### src/rtl/ctl_round.sv
// Duck Hunt round sequencer: spawns ducks, tracks ammo/ducks, issues score pulses and fly-away.
// Latency: every output is registered, responding one cycle after the sampled inputs.
// Backpressure: none; pulse inputs are consumed in the cycle they arrive or ignored.
module ctl_round #(
    parameter int AMMO_PER_DUCK      = 3,
    parameter int DUCKS_PER_ROUND    = 10,
    parameter int FLY_TIMEOUT_FRAMES = 300,
    parameter int SHOW_FRAMES        = 60
) (
    input  logic       clk,
    input  logic       rst,
    input  logic       new_frame,
    input  logic       start_btn,
    input  logic       shot_fired,
    input  logic       hit,
    input  logic       duck_show,
    output logic       duck_spawn,
    output logic       duck_flyaway,
    output logic       score_inc,
    output logic [3:0] ammo,
    output logic [3:0] ducks_left,
    output logic       game_over,
    output logic [2:0] state
);

    localparam int CNT_MAX = (FLY_TIMEOUT_FRAMES > SHOW_FRAMES) ? FLY_TIMEOUT_FRAMES : SHOW_FRAMES;
    localparam int CW      = $clog2(CNT_MAX + 1);

    typedef enum logic [2:0] {
        IDLE   = 3'd0,
        SPAWN  = 3'd1,
        FLY    = 3'd2,
        HIT    = 3'd3,
        ESCAPE = 3'd4,
        NEXT   = 3'd5,
        OVER   = 3'd6
    } state_t;

    state_t          cur_state, nxt_state;
    logic [CW-1:0]   frame_cnt, cnt_nxt, cnt_inc, frame_step;
    logic [3:0]      ammo_nxt, ducks_nxt;
    logic            score_nxt;

    // Frame counter saturates at all-ones rather than wrapping.
    assign cnt_inc    = (frame_cnt == {CW{1'b1}}) ? frame_cnt : frame_cnt + CW'(1);
    assign frame_step = new_frame ? cnt_inc : frame_cnt;
    assign state      = cur_state;

    always_comb begin
        nxt_state = cur_state;
        cnt_nxt   = frame_cnt;
        ammo_nxt  = ammo;
        ducks_nxt = ducks_left;
        score_nxt = 1'b0;
        case (cur_state)
            IDLE: begin
                if (start_btn) begin
                    nxt_state = SPAWN;
                    ducks_nxt = 4'(DUCKS_PER_ROUND);
                end
            end
            SPAWN: begin
                ammo_nxt  = 4'(AMMO_PER_DUCK);
                cnt_nxt   = '0;
                nxt_state = FLY;
            end
            FLY: begin
                cnt_nxt = frame_step;
                // A shot in the timeout cycle is still honoured; a hit beats the timeout.
                if (shot_fired && (ammo != 4'd0)) begin
                    ammo_nxt = ammo - 4'd1;
                    if (hit) begin
                        score_nxt = 1'b1;
                        nxt_state = HIT;
                        cnt_nxt   = '0;
                    end else if (ammo == 4'd1) begin
                        nxt_state = ESCAPE;
                        cnt_nxt   = '0;
                    end
                end
                if ((nxt_state == FLY) && new_frame && (cnt_inc >= CW'(FLY_TIMEOUT_FRAMES))) begin
                    nxt_state = ESCAPE;
                    cnt_nxt   = '0;
                end
            end
            HIT: begin
                if (frame_cnt == CW'(SHOW_FRAMES)) nxt_state = NEXT;
                else                               cnt_nxt   = frame_step;
            end
            ESCAPE: begin
                if (!duck_show || (frame_cnt == CW'(SHOW_FRAMES))) nxt_state = NEXT;
                else                                                cnt_nxt   = frame_step;
            end
            NEXT: begin
                ducks_nxt = ducks_left - 4'd1;
                if (ducks_left == 4'd1) begin
                    nxt_state = OVER;
                    ammo_nxt  = 4'd0;
                end else begin
                    nxt_state = SPAWN;
                end
            end
            OVER: begin
                ammo_nxt  = 4'd0;
                ducks_nxt = 4'd0;
                if (start_btn) begin
                    nxt_state = SPAWN;
                    ducks_nxt = 4'(DUCKS_PER_ROUND);
                end
            end
            default: nxt_state = IDLE;
        endcase
    end

    always_ff @(posedge clk) begin
        if (!rst) begin
            cur_state    <= IDLE;
            frame_cnt    <= '0;
            ammo         <= 4'd0;
            ducks_left   <= 4'd0;
            score_inc    <= 1'b0;
            duck_spawn   <= 1'b0;
            duck_flyaway <= 1'b0;
            game_over    <= 1'b0;
        end else begin
            cur_state    <= nxt_state;
            frame_cnt    <= cnt_nxt;
            ammo         <= ammo_nxt;
            ducks_left   <= ducks_nxt;
            score_inc    <= score_nxt;
            duck_spawn   <= (nxt_state == SPAWN);
            duck_flyaway <= (nxt_state == ESCAPE);
            game_over    <= (nxt_state == OVER);
        end
    end

endmodule
### config.mk
export PLATFORM = sky130hd
export DESIGN_NAME = ctl_round
export DESIGN_NICKNAME = d
export VERILOG_FILES = /design/src/rtl/ctl_round.sv
export SDC_FILE = /design/constraint.sdc
export NUM_CORES = 1
export LEC_CHECK = 0
export CAP_MARGIN = 25
export CORE_MARGIN = 2
export CORE_UTILIZATION = 58
export DETAILED_ROUTE_END_ITERATION = 7
export PLACE_DENSITY = 0.91
export SKIP_CTS_REPAIR_TIMING = 1
export SLEW_MARGIN = 40
export SYNTH_ARGS = -nofsm -noshare
export SYNTH_HDL_FRONTEND = slang
export SYNTH_SLANG_ARGS = --single-unit
### constraint.sdc
create_clock -name clk -period 3.9 [get_ports clk]
set_clock_uncertainty 0.15 [all_clocks]
set_input_delay 0.78 -clock clk [delete_from_list [all_inputs] [get_ports clk]]
set_output_delay 0.78 -clock clk [all_outputs]
set_load 0.1 [all_outputs]
==> key figures, run 1 <==
Synthesis
  • Largest cells by area after synthesis: dfxtp_1 (30%), nor2_1 (4.9%), a21oi_1 (4.7%)
  • Post-synth top area share: 0.2991
  • Ys flop type: dfxtp_1
  • Syn avg cell area: approximately 8 sq um
  • Syn Inst Count: around 210
  • Syn nets: between 200 and 250
  • Yosys warning count: 0
  • Synthesized area: about 1600 sq um
  • Post-synthesis sequential area ratio: 0.2991
  • Ys async rst share: 0
  • Number of synthesized flops with an enable pin: 0
  • Synth cell types: 60
  • Cell taking the most area after synthesis: dfxtp_1
  • Flops & latches, synth: 24

Pwr
  • PwrDens: 341.8 nW/um^2
  • Worst vdd ir: between 200 and 300 uV
  • Leak pwr: 0.6587 nW

Hold path
  • Hold-critical path depth: 1
  • HP Class: reg -> reg
  • Hold Startpoint: ducks_left[3]
  • WHS Endpoint: ducks_left[3]

Layout
  • Synth-to-layout area growth: 9.345%
  • Commonest non-fill, non-tap cell in the layout: dfxtp_1
  • Nets: 232
  • Top library cells by usage in the layout, fill and taps aside: dfxtp_1 (24), nor2_1 (21), nand2_1 (17), a21oi_1 (15), buf_2 (13)
  • Ant diodes: 0
  • Share of cells above drive strength 1: 0.1336
  • Fin util: 0.6539

Timing
  • Final worst path period share: 0.6234
  • Final hold violation count: 0
  • Final Setup Violations: 0
  • Slew HR: 0.6335
  • Post-Route Setup TNS: 0 ns
  • Fin crit period: roughly 2.4 ns
  • Slew @ Worst Pin: between 0.5 and 0.6 ns
  • RSZ-0062 raised after global routing: no
  • Slew Limit Fails: 0
  • F_max: 411.3 MHz

Setup path
  • CP max FO: 7
  • R2R Setup Slk: between 1 and 1.5 ns
  • Reg2reg path depth: 7
  • Worst reg2reg startpoint: frame_cnt[1]
  • FF-to-FF End: frame_cnt[6]
  • CP required: 3.98 ns
  • CP Data Arrival Time: 2.51 ns
  • Startpoint Class: flip-flop
  • Element type at the critical path end: flip-flop
  • CP Class: reg -> reg

Flow run
  • Total of max-cap violations: 0

Detailed routing
  • DRT antenna net count: 0
  • Routed WL per cell: about 13 microns
  • Pre-antenna DRT Iters: 4
  • Total Wirelength: 3.321 mm
  • Vias post-DR: approximately 1500
  • Violation count after the first detailed-route iteration: 71
  • DRC viols: 0
  • Detail-routed via count per cell: roughly 6.1

Clock tree
  • Root Buffer: clkbuf_4
  • Clk pin slew, worst setup/hold paths: ~0.12 ns
  • Sink Count: 24
  • Clk buf depth: 2
  • TritonCTS clock tree: built
  • Clk_lat worst skew: between 0.3 and 0.4 ns
  • H-tree levels: 1
  • CTS buffer count: 3

Global route
  • GR Overflow Total: 0
  • Tot GR Track Use: 0.2219
  • Vias in the first global route: about 1400
  • Largest net degree at the start of global routing: 20
  • First-pass GRT wire length: about 5.8 mm
  • Initial antenna violation count: 0

Floorplanning
  • Rows: 19
  • Die area: around 3200 sq um
  • # IOs: 22
  • Core area: 2686 sq um
  • Die W: 56.63 microns
  • Die height: ~57 microns
  • Initial Util: 0.5980

Place
  • GPL Wtd Cong: between 0.8 and 0.9
  • HPWL after DPL: 2.550 mm
  • PortBufs: 21

Run status
  • Status: finished, final reports clean
[final cells by class]
cell class,instances,area (sq um)
clock buffers,3,22.52
fillers,235,929.6
inverters,9,33.78
multi-input cells,160,1041
flip-flops and latches,24,480.5
well taps,31,38.79
repair buffers,21,140.1
[layer usage]
layer / GRT usage / share of wire / up-vias
met1: 0.2802 / 0.44 / 715
met5: 0 / 0 / -
met3: 0.02765 / 0.030 / 2
met4: 0.04422 / 0.0063 / 0
li1: - / - / 773
met2: 0.4020 / 0.52 / 30
[stage by stage]
step | hold slack, ns | power, mW | cell area (sq um) | instances | setup slack (ns)
floorplan | 0.3479 | 0.4615 | 1607 | 205 | 1.130
global placement | 0.3330 | 0.5082 | 1799 | 245 | 1.186
detailed placement | 0.3276 | 0.5005 | 1734 | 245 | 1.161
CTS | 0.3471 | 0.6044 | 1757 | 248 | 1.471
global route | 0.3782 | 0.6361 | 1757 | 248 | 1.284
finish | 0.3433 | 0.6005 | 1757 | 248 | 1.469
[kinds of logic after synthesis]
group,Yosys count,synth area share
AOI/OAI and AO/OA,56,0.2399
xor gates and xnor gates,6,0.03271
adders and majority gates,6,0.04673
buffers and inverters,21,0.05296
DFF,24,0.2991
muxes,1,0.006231
and+or+nand+nor,91,0.3224
[report_power, final]
group          leakage (nW)  internal, mW  total [mW]  switching, mW
Combinational         0.450        0.0605       0.216          0.156
Clock                0.0138        0.0361       0.105         0.0690
Sequential            0.195         0.259       0.279         0.0199
[synth_stat cells, types with 2 or more instances]
cell	instances
a211oi_1	4
a21o_1	2
a21oi_1	15
a31oi_1	2
and2_1	3
and3_1	4
and4_1	2
buf_2	5
clkbuf_1	7
dfxtp_1	24
ha_1	6
inv_1	8
nand2_1	17
nand2b_1	5
nand3_1	3
nand3b_1	3
nand4_1	5
nor2_1	21
nor2b_1	4
nor3_1	5
nor3b_1	2
o2111ai_1	2
o211ai_1	2
o21a_1	2
o21ai_0	7
o21bai_1	2
o22ai_1	2
o31ai_1	2
or2_2	2
or3_1	2
or3b_1	2
xnor2_1	2
xor2_1	4
[registers in the layout (all words and copies together) (netlist names)]
name          flops
score_inc         1
state             3
duck_flyaway      1
game_over         1
frame_cnt         9
duck_spawn        1
ducks_left        4
ammo              4
[worst max-delay path, stage by stage (launching register included)]
cell      delay (ns)
dfxtp_1         0.46
ha_1            0.33
and3_1          0.28
and3_1          0.27
a31o_2          0.19
a21boi_1        0.08
o31a_1          0.37
a311oi_2        0.21
[worst max-delay path by stage]
stage          cells after the start     startpoint  slack [ns]      endpoint
5_1_grt                            7   frame_cnt[1]        1.28  frame_cnt[1]
4_1_cts                            7        ammo[0]        1.47  frame_cnt[6]
3_5_place_dp                       7      duck_show        1.16  frame_cnt[4]
3_3_place_gp                       7      duck_show        1.19  frame_cnt[4]
2_1_floorplan                      7  ducks_left[0]        1.13  duck_flyaway
6_report                           7   frame_cnt[1]        1.47  frame_cnt[6]
No activity file was read; power rests on OpenSTA's default activity.
==> run 2, diff against run 1 <==
--- a/config.mk
+++ b/config.mk
@@ -7,9 +7,9 @@
 export LEC_CHECK = 0
 export CAP_MARGIN = 25
 export CORE_MARGIN = 2
-export CORE_UTILIZATION = 58
+export CORE_UTILIZATION = 54
 export DETAILED_ROUTE_END_ITERATION = 7
-export PLACE_DENSITY = 0.91
+export PLACE_DENSITY = 0.86
 export SKIP_CTS_REPAIR_TIMING = 1
 export SLEW_MARGIN = 40
 export SYNTH_ARGS = -nofsm -noshare
==> constraint.sdc (replaced) <==
create_clock -name clk -period 2.3 [get_ports clk]
set_clock_uncertainty 0.15 [all_clocks]
set_input_delay 0.46 -clock clk [delete_from_list [all_inputs] [get_ports clk]]
set_output_delay 0.46 -clock clk [all_outputs]
set_load 0.1 [all_outputs]
==> key figures, run 2 (synthesis results as in run 1) <==
Timing
  • RSZ-0062 raised after global routing: yes
  • Final WS setup: -0.01006 ns
  • Final hold violation count: 0
  • F_max: 432.9 MHz
  • Slew Limit Fails: 0
  • Fin crit period: about 2.3 ns
  • Fin Hold WS: around 0.33 ns
  • Post-Route Setup TNS: -0.01006 ns
  • Final Setup Violations: 1
  • Final worst path period share: 1.004
  • Slew @ Worst Pin: approximately 0.43 ns
  • Slew HR: 0.7145

Setup path
  • Worst path top cell family by delay: simple AND/OR/NAND/NOR gates
  • Worst path bufs/invs: 1
  • Slowest stage delay, CP: 0.40 ns
  • Startpoint Class: flip-flop
  • Crit path from: ammo[1]
  • Critical Path End: frame_cnt[6]
  • CP Class: reg -> reg
  • Element type at the critical path end: flip-flop
  • Reg2reg path depth: 7
  • R2R Setup Slk: -0.01 ns
  • Worst reg2reg startpoint: ammo[1]
  • CP required: approximately 2.4 ns
  • FF-to-FF End: frame_cnt[6]
  • CP Data Arrival Time: around 2.4 ns
  • Cell Chain, Critical Path: inv_4, ha_4, or3b_4, and3_4, or3_4, o31a_1, a311oi_2
  • Slowest CP cell: o31a_1
  • Stages on worst setup path: 7
  • CP max FO: 7

Global route
  • Initial antenna violation count: 0
  • Met1 usage: 0.3383
  • Met3 Resource Use GR: 0.04396
  • Grt peak-use layer: met2
  • Tot GR Track Use: 0.2561
  • First-pass GRT wire length: 6.810 mm
  • Largest net degree at the start of global routing: 20
  • M2 GR Usage: 0.4302
  • Vias in the first global route: 1503
  • GR Overflow Total: 0

Pwr
  • PwrDens: ~580 nW/um^2
  • Cell-internal power: around 0.73 mW
  • Net switching power: 0.4807 mW
  • Comb pwr share: 0.366
  • Worst vdd ir: ~580 uV
  • Register share of total power: 0.401
  • Total power: 1.211 mW
  • Switching Fraction: 0.3970
  • Leak pwr: 0.7811 nW
  • Clock share of power: 0.233

Clock tree
  • TritonCTS clock tree: built
  • Sink Count: 24
  • CTS buffer count: 3
  • Clk buf depth: 2
  • Clk pin slew, worst setup/hold paths: about 0.15 ns
  • Root Buffer: clkbuf_4
  • H-tree levels: 1
  • Clk_lat worst skew: about 0.34 ns

Layout
  • Synth-to-layout area growth: 29.05%
  • Non-filler cells, final: 265
  • Multi-input logic area: about 1100 sq um
  • Final-layout fill cell count: ~200
  • FF/Latch Area: ~500 sq um
  • Max FFs per register: 9
  • Top reg by flops: frame_cnt
  • Ant diodes: 0
  • Top library cells by usage in the layout, fill and taps aside: buf_4 (30), nor2_1 (21), nand2_1 (17), a21oi_1 (15), dfxtp_1 (11)
  • Finished Cell Area: 2073 sq um
  • Nets: approximately 250
  • Largest registers: frame_cnt (9), ammo (4), ducks_left (4)
  • Share of cells above drive strength 1: 0.3291
  • Commonest non-fill, non-tap cell in the layout: buf_4

Run status
  • Failing checks: negative setup slack
  • Status: finished with violations

Place
  • Post-DP Area: around 1900 sq um
  • HPWL after DPL: 3.140 mm
  • GPL Wtd Cong: 0.8651
  • PortBufs: 21
  • DP Cell Count: 257

Floorplanning
  • Die W: around 60 microns
  • Die height: just under 60 microns
  • # IOs: 22
  • Core area: between 2000 and 3000 sq um
  • Die area: approximately 3400 sq um
  • Initial Util: 0.5776
  • Rows: 19

Detailed routing
  • Pre-antenna DRT Iters: 4
  • Violation count after the first detailed-route iteration: ~110
  • DRC viols: 0
  • Detail-routed via count per cell: about 6.3
  • Routed WL per cell: around 17 microns
  • Total Wirelength: 4.439 mm
  • DRT antenna net count: 0
  • Vias post-DR: about 1700

Flow run
  • Total of max-cap violations: 0

Hold path
  • HP Class: reg -> reg
  • Hold Startpoint: ducks_left[3]
-- run 2: changes by cell type in the layout (fill, tap and decap cells not counted), moves of 3 or more --
cell     before  now
buf_2        13    0
buf_4         2   30
dfxtp_1      24   11
dfxtp_2       0   10
dfxtp_4       0    3
inv_1         8    5
-- run 2: through the flow --
step	setup WS [ns]	utilization
6_report	-0.01006	0.7454
5_1_grt	-0.04929	0.7454
3_3_place_gp	0.03046	0.6860
2_1_floorplan	0.02200	-
3_5_place_dp	-0.07039	0.6860
4_1_cts	-0.1196	0.7031
-- run 2: how the worst min path moves through the flow --
stage / endpoint / slack (ns) / cells after the start
floorplan: frame_cnt[1] / 0.35 / 2
global placement: ducks_left[3] / 0.29 / 1
detailed placement: ducks_left[3] / 0.31 / 1
CTS: ducks_left[3] / 0.32 / 1
global route: ducks_left[3] / 0.35 / 1
finish: ducks_left[3] / 0.33 / 1
-- run 2: power groups by stage --
stage / logic, mW / registers [mW] / clock network, mW
2_1_floorplan: 0.173 / 0.622 / 0
3_3_place_gp: 0.394 / 0.487 / 0
3_5_place_dp: 0.407 / 0.489 / 0
4_1_cts: 0.409 / 0.480 / 0.278
5_1_grt: 0.471 / 0.491 / 0.294
6_report: 0.443 / 0.486 / 0.282
-- run 2: cell type report --
type | instances | area share
clock buffer | 4 | 0.02293
inverter | 9 | 0.01871
multi-input combinational | 160 | 0.5492
sequential | 24 | 0.2432
tap | 31 | 0.01871
timing repair buffer | 37 | 0.1473
-- run 2: routing by layer --
layer	up-vias	routed length (microns)
met1	771	1843
met3	15	362
li1	810	-
met2	86	2135
met5	-	0
met4	0	98
-- run 2: worst register-to-register path, stage by stage, from the launching register on --
cell and delay (ns):
dfxtp_4 0.39, inv_4 0.06, ha_4 0.13, or3b_4 0.37, and3_4 0.17, or3_4 0.34, o31a_1 0.40, a311oi_2 0.21
==> run 3, diff against run 2 <==
--- a/config.mk
+++ b/config.mk
@@ -6,6 +6,7 @@
 export NUM_CORES = 1
 export LEC_CHECK = 0
 export CAP_MARGIN = 25
+export CORE_ASPECT_RATIO = 0.6
 export CORE_MARGIN = 2
 export CORE_UTILIZATION = 54
 export DETAILED_ROUTE_END_ITERATION = 7
==> key figures, run 3 (synthesis results as in run 1) <==
Clock tree
  • Clk_lat worst skew: 0.27 ns
  • H-tree levels: 1
  • Sink Count: 24
  • Root Buffer: clkbuf_8
  • Clk pin slew, worst setup/hold paths: approximately 0.090 ns
  • Clk buf depth: 2
  • CTS buffer count: 3
  • TritonCTS clock tree: built

Detailed routing
  • Pre-antenna DRT Iters: 5
  • Vias post-DR: ~1700
  • Total Wirelength: 4.547 mm
  • DRC viols: 0
  • Detail-routed via count per cell: 6.191
  • Violation count after the first detailed-route iteration: roughly 170
  • Routed WL per cell: between 15 and 20 microns
  • DRT antenna net count: 0

Setup path
  • Worst reg2reg startpoint: frame_cnt[1]
  • Slowest stage delay, CP: approximately 0.40 ns
  • Element type at the critical path end: flip-flop
  • CP Data Arrival Time: roughly 2.4 ns
  • CP required: roughly 2.3 ns
  • CP max FO: 5
  • Startpoint Class: flip-flop
  • Cell Chain, Critical Path: ha_2, and3_2, a21oi_1, nor3b_2, a21boi_4, o31a_1, buf_4, nor2_2
  • Crit path from: frame_cnt[1]
  • CP Class: reg -> reg
  • Slowest CP cell: dfxtp_1

Layout
  • Commonest non-fill, non-tap cell in the layout: buf_4
  • Top library cells by usage in the layout, fill and taps aside: buf_4 (30), nor2_1 (18), nand2_1 (17), a21oi_1 (14), dfxtp_1 (12)
  • Share of cells above drive strength 1: 0.3362
  • Largest registers: frame_cnt (9), ammo (4), ducks_left (4)
  • Non-filler cells, final: about 280
  • Max FFs per register: 9
  • Top reg by flops: frame_cnt
  • Ant diodes: 0
  • Synth-to-layout area growth: 31.07%
  • Nets: around 250

Timing
  • Final hold violation count: 0
  • Slew HR: 0.7320
  • Slew @ Worst Pin: around 0.4 ns
  • RSZ-0062 raised after global routing: yes
  • Final WS setup: -0.04766 ns
  • Final Setup Violations: 6
  • Final worst path period share: 1.021
  • F_max: about 430 MHz
  • Fin crit period: 2.348 ns
  • Slew Limit Fails: 0

Hold path
  • HP Class: reg -> reg
  • Hold Startpoint: ducks_left[3]

Global route
  • Tot GR Track Use: 0.2682
  • First-pass GRT wire length: 6.920 mm
  • GR Overflow Total: 0
  • Initial antenna violation count: 0
  • Vias in the first global route: around 1500
  • Largest net degree at the start of global routing: 20

Floorplanning
  • # IOs: 22
  • Die area: around 3400 sq um
  • Rows: 15
  • Core area: approximately 2900 sq um
  • Die height: between 40 and 50 microns
  • Initial Util: 0.5632
  • Die W: between 70 and 80 microns

Place
  • PortBufs: 21
  • DP Cell Count: about 270
  • GPL Wtd Cong: approximately 0.89
  • HPWL after DPL: about 3 mm

Pwr
  • Leak pwr: slightly below 0.8 nW
  • Total power: approximately 1.2 mW
  • PwrDens: around 600 nW/um^2
  • Worst vdd ir: approximately 450 uV

Run status
  • Failing checks: negative setup slack
  • Status: finished with violations

Flow run
  • Total of max-cap violations: 0
[run 3: cell types whose count changed in the layout (fill, tap and decap cells not counted), moves of 2 or more]
cell       previous run  this run
clkbuf_4              3         0
o2111ai_1             0         2
nor2_4                0         2
clkbuf_8              0         4
o2111ai_2             2         0
nor2_1               21        18
[run 3: path summary, 6_finish.rpt]
kind,end,slack (ns),cells past startpoint
setup / recovery,frame_cnt[8],-0.05,8
hold / removal,ducks_left[3],0.31,1
setup reg to reg,frame_cnt[8],-0.05,8
hold reg to reg,ducks_left[3],0.31,1
[run 3: cell type report]
| type | count | area (sq um) |
|---|---|---|
| sequential | 24 | 503.0 |
| timing repair buffer | 38 | 316.6 |
| clock buffer | 4 | 55.05 |
| multi-input combinational | 160 | 1140 |
| tap | 42 | 52.55 |
| inverter | 9 | 38.79 |
| fill | 209 | 747.0 |
[run 3: layer usage]
metal / part of all wire / GRT usage
met1: 0.44 / 0.3803
met2: 0.42 / 0.3894
met3: 0.11 / 0.07877
met4: 0.029 / 0.08929
met5: 0 / 0
[run 3: metrics by stage]
step / setup WS (ns) / hold slack, ns / cell area [sq um] / TNS (ns) / util
3_3_place_gp: -0.1323 / 0.2974 / 1952 / -0.9153 / 0.6842
2_1_floorplan: 0.02200 / 0.3479 / 1645 / 0 / -
4_1_cts: -0.1942 / 0.3034 / 2007 / -1.446 / 0.7035
3_5_place_dp: -0.1208 / 0.2905 / 1952 / -0.6751 / 0.6842
6_report: -0.04766 / 0.3055 / 2106 / -0.2108 / 0.7382
5_1_grt: -0.06883 / 0.3359 / 2106 / -0.4575 / 0.7382
[run 3: worst max-delay path: cells and delay by family, from the launching register on]
kind	cells	cell delay [ns]
adder cells (fa/ha/maj)	1	0.25
AO/OA/AOI/OAI	3	0.67
AND/OR/NAND/NOR	3	0.59
buffers and inverters	1	0.18
flip-flops	1	0.40
[run 3: power breakdown]
part / internal, mW / leakage (nW) / total, mW / switching, mW
Combinational: 0.164 / 0.541 / 0.462 / 0.298
Clock: 0.153 / 0.0288 / 0.296 / 0.143
Sequential: 0.443 / 0.201 / 0.483 / 0.0398
Total: 0.760 / 0.770 / 1.24 / 0.481
